===== src/rtl/div_issue_ctrl.sv =====
// Issue/result sequencer around a combinational 32-bit unsigned divider:
// sign stripping, multicycle settle window, sign/special-case fix-up, result hold.
module div_issue_ctrl #(
   parameter int WAIT_CYCLES = 4,
   parameter int TAG_W       = 5
) (
   input  logic             clk,
   input  logic             rst,
   input  logic             flush,
   input  logic             in_valid,
   output logic             in_ready,
   input  logic [1:0]       in_op,
   input  logic [31:0]      in_rs1,
   input  logic [31:0]      in_rs2,
   input  logic [TAG_W-1:0] in_tag,
   output logic [31:0]      div_dividend,
   output logic [31:0]      div_divisor,
   input  logic [31:0]      div_quotient,
   input  logic [31:0]      div_remainder,
   output logic             out_valid,
   input  logic             out_ready,
   output logic [31:0]      out_result,
   output logic [TAG_W-1:0] out_tag,
   output logic             busy
);

   // Handshakes: a transfer happens on a rising edge where valid and ready are
   // both high; the producer keeps valid and payload stable until then.

   typedef enum logic [1:0] {
      ST_IDLE = 2'd0,
      ST_WAIT = 2'd1,
      ST_DONE = 2'd2
   } state_t;

   localparam logic [3:0] CNT_LOAD = 4'(WAIT_CYCLES - 1);

   state_t      state;
   logic [3:0]  cnt;
   logic        rem_sel;
   logic        neg_q;
   logic        neg_r;

   logic        is_signed;
   logic [31:0] mag_rs1;
   logic [31:0] mag_rs2;
   logic        div_zero;
   logic        overflow;
   logic [31:0] special_res;
   logic [31:0] fix_q;
   logic [31:0] fix_r;
   logic        accept;

   // op[0]=1 marks the unsigned flavours, op[1]=1 selects the remainder.
   always_comb begin
      is_signed   = ~in_op[0];
      mag_rs1     = (is_signed & in_rs1[31]) ? (~in_rs1 + 32'd1) : in_rs1;
      mag_rs2     = (is_signed & in_rs2[31]) ? (~in_rs2 + 32'd1) : in_rs2;
      div_zero    = (in_rs2 == 32'd0);
      overflow    = is_signed & (in_rs1 == 32'h8000_0000) & (in_rs2 == 32'hFFFF_FFFF);
      special_res = 32'd0;
      if (div_zero)
         special_res = in_op[1] ? in_rs1 : 32'hFFFF_FFFF;
      else if (overflow)
         special_res = in_op[1] ? 32'd0 : 32'h8000_0000;
      fix_q  = neg_q ? (~div_quotient + 32'd1) : div_quotient;
      fix_r  = neg_r ? (~div_remainder + 32'd1) : div_remainder;
      accept = in_valid & in_ready;
   end

   always_ff @(posedge clk or posedge rst) begin
      if (rst) begin
         state        <= ST_IDLE;
         cnt          <= 4'd0;
         rem_sel      <= 1'b0;
         neg_q        <= 1'b0;
         neg_r        <= 1'b0;
         in_ready     <= 1'b1;
         out_valid    <= 1'b0;
         busy         <= 1'b0;
         out_result   <= 32'd0;
         out_tag      <= '0;
         div_dividend <= 32'd0;
         div_divisor  <= 32'd0;
      end else if (flush) begin
         state     <= ST_IDLE;
         in_ready  <= 1'b1;
         out_valid <= 1'b0;
         busy      <= 1'b0;
      end else begin
         case (state)
            ST_IDLE: begin
               if (accept) begin
                  rem_sel      <= in_op[1];
                  neg_q        <= is_signed & (in_rs1[31] ^ in_rs2[31]);
                  neg_r        <= is_signed & in_rs1[31];
                  out_tag      <= in_tag;
                  div_dividend <= mag_rs1;
                  div_divisor  <= mag_rs2;
                  in_ready     <= 1'b0;
                  busy         <= 1'b1;
                  if (div_zero | overflow) begin
                     out_result <= special_res;
                     out_valid  <= 1'b1;
                     state      <= ST_DONE;
                  end else begin
                     cnt   <= CNT_LOAD;
                     state <= ST_WAIT;
                  end
               end
            end
            ST_WAIT: begin
               if (cnt == 4'd0) begin
                  out_result <= rem_sel ? fix_r : fix_q;
                  out_valid  <= 1'b1;
                  state      <= ST_DONE;
               end else begin
                  cnt <= cnt - 4'd1;
               end
            end
            ST_DONE: begin
               // in_ready only rises after the handoff edge, so no same-cycle re-accept.
               if (out_ready) begin
                  out_valid <= 1'b0;
                  busy      <= 1'b0;
                  in_ready  <= 1'b1;
                  state     <= ST_IDLE;
               end
            end
            default: begin
               state     <= ST_IDLE;
               in_ready  <= 1'b1;
               out_valid <= 1'b0;
               busy      <= 1'b0;
            end
         endcase
      end
   end

endmodule


===== config.mk =====
export PLATFORM = sky130hd
export DESIGN_NAME = div_issue_ctrl
export DESIGN_NICKNAME = d
export VERILOG_FILES = /design/src/rtl/div_issue_ctrl.sv
export SDC_FILE = /design/constraint.sdc
export NUM_CORES = 1
export LEC_CHECK = 0
export ABC_AREA = 1
export BUFFER_PORTS_ARGS = -buffer_cell sky130_fd_sc_hd__buf_4
export CORE_MARGIN = 4
export CORE_UTILIZATION = 55
export CTS_BUF_LIST = sky130_fd_sc_hd__clkbuf_2 sky130_fd_sc_hd__clkbuf_4 sky130_fd_sc_hd__clkbuf_8
export DETAILED_ROUTE_END_ITERATION = 16
export PLACE_DENSITY = 0.89
export SLEW_MARGIN = 10
export SYNTH_ARGS = -nofsm -noshare
export SYNTH_HDL_FRONTEND = slang
export SYNTH_SLANG_ARGS = --single-unit

===== constraint.sdc =====
create_clock -name clk -period 4.8 [get_ports clk]
set_input_delay 0.96 -clock clk [delete_from_list [all_inputs] [get_ports clk]]
set_output_delay 0.96 -clock clk [all_outputs]
set_load 0.02 [all_outputs]

==> flow_metrics.py, run 1 <==
metrics = {
    "route": {
        "via_count": 10650,
        "wirelength_um": 29800,
        "via_per_inst": 5.54,
        "drtAntennaViolNets": 0,
        "drc": 0,
        "first_pass_iters": 8,
        "wl_per_cell_um": 15.5,
        "drt_iter0_markers": 1025,
    },
    "yosys": {
        "synth_largest_area_cell": "dfrtp_1",
        "syn_area_mm2": 0.00897,
        "yosysSeqAreaShare": 0.315,
        "ys.flop_type": "dfrtp_1",
        "syn_inst": 1476,
        "ys_seq_elements": 113,
        "synth_top_area_share": 0.313,
        "post-synth-top-count-cell": "nand2_1",
        "synth_nets": 1623,
        "synth-async-reset-ratio": 1.00,
        "synthTopCellsByCount": "nand2_1, nor2_1, nand3_1, inv_1, dfrtp_1",
        "synthTopCellsByArea": "dfrtp_1, nand2_1, nor2_1",
        "synth-edff-count": 0,
        "synth_cell_types": 42,
        "syn_area_per_cell_um2": 6.08,
        "ys_warn_count": 0,
    },
    "grt": {
        "grt_use_met2": 0.507,
        "antenna_found_initial": 0,
        "grt_max_degree": 65,
        "grt_pass1_wl_um": 47500,
        "grt_util_all_layers": 0.321,
        "first_global_vias": 9537,
        "grt-busiest-layer": "met2",
        "grtUsageMet1": 0.431,
        "grt-ovfl-total": 0,
        "use_met3": 0.0698,
    },
    "worst_hold_path": {
        "hp-class": "flip-flop to flip-flop",
    },
    "clocking": {
        "hold_buffers": 0,
        "cts_sinks": 113,
        "clk_pin_slew_ns": 0.07,
        "cts_resized": 0,
        "htreeDepth": 4,
        "clock_path_buffers": 2,
        "clockRootBuffer": "clkbuf_8",
        "clkLatencyLatePin_ns": 0.45,
        "postCtsSetupRepairBufs": 0,
        "cts_tree": "yes",
        "cts_inserted_buffers": 17,
    },
    "critical_path": {
        "slowest_delay_ns": 0.59,
        "path_max_fanout": 34,
        "startpoint_type": "primary input",
        "crit_path_top_delay_cell": "clkinv_2",
        "critical_path_class": "primary input to flip-flop",
        "cp_common_cell": "nand2_1",
        "critical_path_required_ns": 5.14,
        "crit_path_end_kind": "flip-flop",
        "arrival_ns": 3.52,
        "worstPathCellList": "buf_4, inv_1, ha_1, nand2_1, nor2_2, nand2_1, nor2_1, nand3_1, nand3_2, nand2_2, clkinv_2, or2_2",
    },
    "final_layout": {
        "drive_gt1_frac": 0.187,
        "final.fill_count": 1357,
        "finalNetCount": 1844,
        "n_antenna_cell": 0,
        "synthToLayoutAreaGrowth_pct": 26.1,
    },
    "power_and_ir_drop": {
        "leakage_uw": 0.00592,
        "ir_worst_vdd_uv": 387,
        "p_total_uw": 5850,
        "powerDensity_mw_per_mm2": 517,
    },
    "place": {
        "post-dp-hpwl_um": 23300,
        "port_buffers": 243,
        "gp_congestion": 1.05,
    },
    "die": {
        "core_area_mm2": 0.0159,
        "ioPinCount": 244,
        "fp.dieW_um": 136,
        "die_y_um": 136,
        "die_area_mm2": 0.0184,
        "start_util": 0.562,
        "fp-row-count": 46,
    },
    "sta": {
        "rsz0062_at_grt": "no",
        "slew_viol_final": 0,
        "worstMarginPinSlew_ns": 1.15,
        "setup_viol": 0,
        "fin_crit_ns": 3.18,
        "tns_ns": 0,
        "fin_crit_sh": 0.663,
        "fin_skew_ns": 0.00882,
        "hold_violations": 0,
        "maxSlewHeadroom": 0.234,
        "max_freq_mhz": 314,
    },
    "status": {
        "outcome": "completed",
    },
    "flow_run": {
        "maxCapViolations": 0,
    },
}
==> metrics by stage <==
step | cell area (um^2) | instances | worst slack [ns] | hold WS (ns) | utilization
2_1_floorplan | 8970 | 1476 | 0.854 | 0.474 | -
3_3_place_gp | 10900 | 1894 | 1.27 | 0.457 | 0.685
3_5_place_dp | 10900 | 1894 | 1.21 | 0.459 | 0.685
4_1_cts | 11300 | 1924 | 1.69 | 0.475 | 0.709
5_1_grt | 11300 | 1924 | 1.51 | 0.495 | 0.709
6_report | 11300 | 1924 | 1.62 | 0.474 | 0.709
==> cell families after synthesis <==
logic type                 after synthesis  synth area share
AOI/OAI and AO/OA                      188             0.112
xor gates and xnor gates                42            0.0410
and+or+nand+nor                        942             0.441
DFF                                    113             0.315
adders and majority gates                7           0.00977
buffers and inverters                  184            0.0809
==> critical path: cells and delay by family <==
family | cells | cell delay, ns
fa+ha+maj | 1 | 0.21
buf+inv | 3 | 0.74
simple gates | 8 | 1.57
==> layer usage <==
| metal | vias to the layer above | wire (um) |
|---|---|---|
| met5 | - | 0 |
| met4 | 0 | 1140 |
| met3 | 91 | 3090 |
| met2 | 598 | 13500 |
| met1 | 4798 | 12000 |
| li1 | 5163 | - |
==> path summary, 6_finish.rpt <==
| path | endpoint | cells after the start | startpoint | slack, ns |
|---|---|---|---|---|
| max | state[1] | 12 | in_rs1[0] | 1.62 |
| min | out_tag[1] | 2 | out_tag[1] | 0.47 |
| max reg2reg | state[1] | 9 | state[1] | 1.92 |
| min reg2reg | out_tag[1] | 2 | out_tag[1] | 0.47 |
| max in group asynchronous | div_dividend[0] | 3 | rst | 3.40 |
| min in group asynchronous | div_divisor[31] | 2 | rst | 0.48 |
==> placed cells by master, fill, tap and decap left out, types with 3 or more instances in the layout <==
cell type	n
xnor2_1	6
nor2_4	3
nor4_1	5
o21ai_1	7
ha_1	7
inv_1	126
xor2_1	36
o21bai_1	3
nor2_1	240
o21ai_0	110
nand4_1	17
clkinv_2	6
nand3_1	160
nand2_1	473
a21oi_1	50
or2_2	4
nand3b_1	12
bufinv_16	3
dfrtp_1	112
clkbuf_8	18
nor3_1	6
nor2_2	10
buf_4	253
clkinv_1	3
a21oi_2	9
o31ai_1	3
a31oi_1	3
==> report_power, final <==
part           total, uW  leakage, uW  switching, uW  internal, uW
combinational       3140      0.00430           1950          1190
clock                928     0.000204            406           523
sequential          1780      0.00141            384          1400
==> area by class of cell <==
class                   count  area, um^2  area share
clock buffers              19         255      0.0226
multi-input cells        1179        5410       0.479
well taps                 216         270      0.0239
repair buffers            253        1900       0.168
inverters                 133         503      0.0445
clock inverters            11         140      0.0124
flip-flops and latches    113        2830       0.250
==> state kept, by name (all words and copies together) (netlist names) <==
register,count
neg_r,1
cnt,4
out_tag,5
div_divisor,32
state,2
rem_sel,1
busy,1
in_ready,1
out_valid,1
div_dividend,32
out_result,32
neg_q,1
(Power assumes the default switching activity.)
==> run 2: changes to the inputs <==
- CORE_UTILIZATION: 55 -> 50
- PLACE_DENSITY: 0.89 -> 0.86
- clock period: 4.8 -> 2.8 ns (I/O delays scaled with it)
==> run 2 against run 1 <==
Net effect:
- utilization is 5.4 points lower
- routed wire length is 1.8% higher
- critical path depth fell by 3
- sequential share of layout area shrank 0.24 points
- highest routed layer unchanged
==> flow_metrics.py, run 2 (synthesized netlist as in run 1, its figures left out) <==
metrics = {
    "sta": {
        "worstMarginPinSlew_ns": 0.731,
        "tns_ns": 0,
        "max_freq_mhz": 428,
        "hold_violations": 0,
        "layout_setup_ws_ns": 0.461,
        "fin_crit_sh": 0.835,
        "setup_viol": 0,
        "slew_viol_final": 0,
        "fin_skew_ns": 0.00989,
        "maxSlewHeadroom": 0.513,
        "rsz0062_at_grt": "no",
        "fin_crit_ns": 2.34,
    },
    "route": {
        "via_count": 10614,
        "wl_per_cell_um": 15.6,
        "via_per_inst": 5.47,
        "first_pass_iters": 6,
        "wirelength_um": 30300,
        "drtAntennaViolNets": 0,
        "drt_iter0_markers": 991,
        "drc": 0,
    },
    "grt": {
        "grt_pass1_wl_um": 48800,
        "grt_util_all_layers": 0.299,
        "grt_max_degree": 112,
        "grt-ovfl-total": 0,
        "first_global_vias": 9879,
        "antenna_found_initial": 0,
    },
    "final_layout": {
        "finalNetCount": 1851,
        "n_antenna_cell": 0,
        "drive_gt1_frac": 0.192,
        "final.fill_count": 1600,
        "seq_area_mm2": 0.00283,
        "final_common_cell": "nand2_1",
        "multiInputGateArea_mm2": 0.00541,
        "top_regs": "div_dividend (32), div_divisor (32), out_result (32)",
        "layout_common_cells": "nand2_1, buf_4, nor2_1, nand3_1, inv_1",
        "synthToLayoutAreaGrowth_pct": 27.3,
    },
    "flow_run": {
        "maxCapViolations": 0,
    },
    "die": {
        "die_area_mm2": 0.0201,
        "fp-row-count": 48,
        "core_area_mm2": 0.0174,
        "fp.dieW_um": 142,
        "start_util": 0.515,
        "die_y_um": 142,
        "ioPinCount": 244,
    },
    "power_and_ir_drop": {
        "ir_worst_vdd_uv": 642,
        "powerDensity_mw_per_mm2": 882,
        "leakage_uw": 0.00596,
    },
    "critical_path": {
        "arrival_ns": 2.68,
        "critical_path_required_ns": 3.14,
        "crit_path_top_delay_cell": "or2_2",
        "worstPathCellList": "nor2_2, nand2_1, a21oi_1, nor2_1, o21ai_1, nor2_1, nand2_2, clkinv_2, or2_2",
        "path_max_fanout": 33,
        "startpoint_type": "flip-flop",
        "cp_top_family": "simple AND/OR/NAND/NOR gates",
        "slowest_delay_ns": 0.44,
        "cp_common_cell": "nor2_1",
        "cp_num_buf_inv": 1,
        "critical_path_class": "flip-flop to flip-flop",
        "crit_path_end_kind": "flip-flop",
    },
    "clocking": {
        "clockRootBuffer": "clkbuf_8",
        "postCtsSetupRepairBufs": 0,
        "clock_path_buffers": 2,
        "cts_resized": 0,
        "hold_buffers": 0,
        "htreeDepth": 4,
        "cts_sinks": 113,
        "cts_tree": "yes",
        "clk_pin_slew_ns": 0.08,
        "cts_inserted_buffers": 17,
        "clkLatencyLatePin_ns": 0.46,
    },
    "status": {
        "outcome": "completed",
    },
    "place": {
        "dpl_worst_slack_ns": 0.173,
        "post-dp-hpwl_um": 24100,
        "gp_congestion": 0.952,
        "port_buffers": 243,
    },
    "worst_hold_path": {
        "hp-class": "primary input to asynchronous set/reset pin",
    },
}
-- run 2: cell type report --
class,instances,area share
Clock buffer,18,0.0217
Tap cell,225,0.0247
Multi-Input combinational cell,1179,0.474
Clock inverter,14,0.0136
Sequential cell,113,0.248
Inverter,133,0.0442
Timing Repair Buffer,260,0.174
-- run 2: metrics by stage --
step                cells  area [um^2]   util  power [uW]  hold slack, ns
floorplan            1476         8970      -        6190           0.474
global placement     1910        11000  0.633        8330           0.456
detailed placement   1910        11000  0.633        8470           0.464
CTS                  1942        11400  0.656       10100           0.162
global route         1942        11400  0.656       10800           0.193
finish               1942        11400  0.656       10100           0.161
-- run 2: path summary, 6_finish.rpt --
check | to | slack (ns) | from | depth (start not counted)
worst min register to register | busy | 0.48 | busy | 2
worst min-delay path | div_divisor[24] | 0.16 | rst | 2
min in group clk | out_tag[3] | 0.31 | in_tag[3] | 3
max in group asynchronous | div_dividend[9] | 1.99 | rst | 3
worst max register to register | state[1] | 0.46 | state[1] | 9
worst max-delay path | state[1] | 0.46 | state[1] | 9
-- run 2: metal layers --
layer	vias to the layer above	track usage	share of wire
met5	-	0	0
met4	0	0.137	0.045
met3	92	0.0600	0.094
met2	537	0.468	0.45
met1	4809	0.401	0.41
li1	5176	-	-
-- run 2: worst reg2reg max path, cell delays in order, from the launching register on --
cell and delay [ns]:
dfrtp_1 0.43, nor2_2 0.22, nand2_1 0.14, a21oi_1 0.14
nor2_1 0.08, o21ai_1 0.11, nor2_1 0.07, nand2_2 0.18
clkinv_2 0.40, or2_2 0.44
-- run 2: report_power, final --
part	leakage [uW]	switching (uW)	internal (uW)
Clock	0.000200	764	824
Combinational	0.00435	3450	2090
Sequential	0.00141	543	2400
==> run 3: changes to the inputs <==
- clock period: 2.8 -> 1.97 ns (I/O delays scaled with it)
==> run 3 against run 2 <==
Net effect:
- final area up 4.4%
- total power up 46%
- clock power up 40%
- final cell count up 3.3%
- setup slack worse by 0.33 ns
- via count up 3.9%
- sequential power up 44%
- critical path depth unchanged
- utilization up 2.9 points
- clock skew up 0.0055 ns
- worst hold slack worse by 0.067 ns
- critical path type unchanged
==> flow_metrics.py, run 3 (synthesized netlist as in run 1, its figures left out) <==
metrics = {
    "die": {
        "ioPinCount": 244,
        "die_area_mm2": 0.0201,
        "fp.dieW_um": 142,
        "start_util": 0.515,
        "die_y_um": 142,
        "core_area_mm2": 0.0174,
        "fp-row-count": 48,
    },
    "sta": {
        "tns_ns": 0,
        "hold_ws_ns": 0.0936,
        "fin_skew_ns": 0.0154,
        "max_freq_mhz": 543,
        "setup_viol": 0,
        "slew_viol_final": 0,
        "maxSlewHeadroom": 0.589,
        "hold_violations": 0,
        "fin_crit_sh": 0.935,
        "worstMarginPinSlew_ns": 0.617,
        "layout_setup_ws_ns": 0.127,
        "fin_crit_ns": 1.84,
    },
    "worst_hold_path": {
        "hp-class": "primary input to asynchronous set/reset pin",
    },
    "power_and_ir_drop": {
        "pwr-share-comb": 0.559,
        "ir_worst_vdd_uv": 893,
        "p_switching_uw": 6900,
        "power.share.clock": 0.152,
        "pwr-share-seq": 0.288,
        "leakage_uw": 0.00627,
        "swShare": 0.471,
        "p_int_uw": 7760,
        "powerDensity_mw_per_mm2": 1230,
    },
    "place": {
        "place_area_mm2": 0.0115,
        "port_buffers": 243,
        "gp_congestion": 0.980,
        "dp_cells": 1972,
        "post-dp-hpwl_um": 25100,
        "dpl_worst_slack_ns": -0.194,
    },
    "critical_path": {
        "regToRegStartpoint": "state[1]",
        "setup.worst_path.start": "state[1]",
        "reg2reg_slack_ns": 0.13,
        "arrival_ns": 2.20,
        "reg2reg_to": "state[1]",
        "startpoint_type": "flip-flop",
        "crit_path_end_kind": "flip-flop",
        "path_max_fanout": 11,
        "critical_path_class": "flip-flop to flip-flop",
        "critical_path_required_ns": 2.32,
        "r2r_cells": 9,
    },
    "final_layout": {
        "synthToLayoutAreaGrowth_pct": 33.0,
        "layout.cells.non_filler": 2006,
        "layout_common_cells": "nand2_1, buf_4, nor2_1, nand3_1, inv_1",
        "final_area_mm2": 0.0119,
        "finalNetCount": 1915,
        "n_antenna_cell": 0,
        "final_common_cell": "nand2_1",
        "drive_gt1_frac": 0.223,
        "top_regs": "div_dividend (32), div_divisor (32), out_result (32)",
    },
    "route": {
        "via_per_inst": 5.50,
        "drt_iter0_markers": 962,
        "drtAntennaViolNets": 0,
        "wirelength_um": 31600,
        "drc": 0,
        "first_pass_iters": 6,
        "wl_per_cell_um": 15.7,
        "via_count": 11033,
    },
    "clocking": {
        "clockRootBuffer": "clkbuf_8",
        "cts_sinks": 113,
        "cts_tree": "yes",
        "clock_path_buffers": 2,
        "htreeDepth": 4,
        "clkLatencyLatePin_ns": 0.46,
        "cts_inserted_buffers": 17,
        "clk_pin_slew_ns": 0.08,
    },
    "grt": {
        "grt_pass1_wl_um": 49900,
        "grt_max_degree": 114,
        "grt-ovfl-total": 0,
        "first_global_vias": 10267,
        "grt_util_all_layers": 0.308,
        "antenna_found_initial": 0,
    },
    "status": {
        "outcome": "completed",
    },
    "flow_run": {
        "maxCapViolations": 0,
    },
}
-- run 3: timing repair --
item | CTS | global route
hold buffers | 0 | 0
gates resized for setup | 0 | 4
buffers inserted | 0 | 2
endpoints found under the setup margin | 0 | 4
-- run 3: worst max path at each step --
| stage | endpoint |
|---|---|
| floorplan | out_result[16] |
| global placement | out_result[27] |
| detailed placement | out_result[22] |
| CTS | state[1] |
| global route | state[1] |
| finish | state[1] |
-- run 3: power by group through the flow --
stage,registers [uW],clock network (uW),logic [uW]
after global placement,4220,0,7920
after floorplan,5260,0,3540
after detailed placement,4230,0,8130
after CTS,4210,2250,8160
after global routing,4340,2360,8990
final,4230,2230,8200
-- run 3: layer usage --
metal  up-vias  share of wire  GRT usage
met4         0          0.047      0.152
met1      5047           0.40      0.400
li1       5312              -          -
met3       111          0.090     0.0607
met5         -              0          0
met2       563           0.46      0.494
-- run 3: final cells by class --
| cell class | instances | area [um^2] |
|---|---|---|
| fillers | 1511 | 5490 |
| multi-input cells | 1179 | 5420 |
| flip-flops and latches | 113 | 2830 |
| repair buffers | 324 | 2490 |
| inverters | 133 | 504 |
| well taps | 225 | 282 |
| clock buffers | 17 | 234 |
| clock inverters | 15 | 158 |
-- run 3: metrics by stage --
stage	utilization	total power, uW
after floorplan	-	8800
after global placement	0.661	12100
after detailed placement	0.661	12400
after CTS	0.683	14600
after global routing	0.685	15700
final	0.685	14700
-- run 3: worst max-delay path, stage by stage, from the launching register on --
cell      delay, ns
dfrtp_1        0.42
buf_4          0.16
nor2_1         0.13
nand2_1        0.10
o21ai_1        0.18
nor2_1         0.07
nand2_2        0.11
clkinv_2       0.10
buf_4          0.18
or2_2          0.27
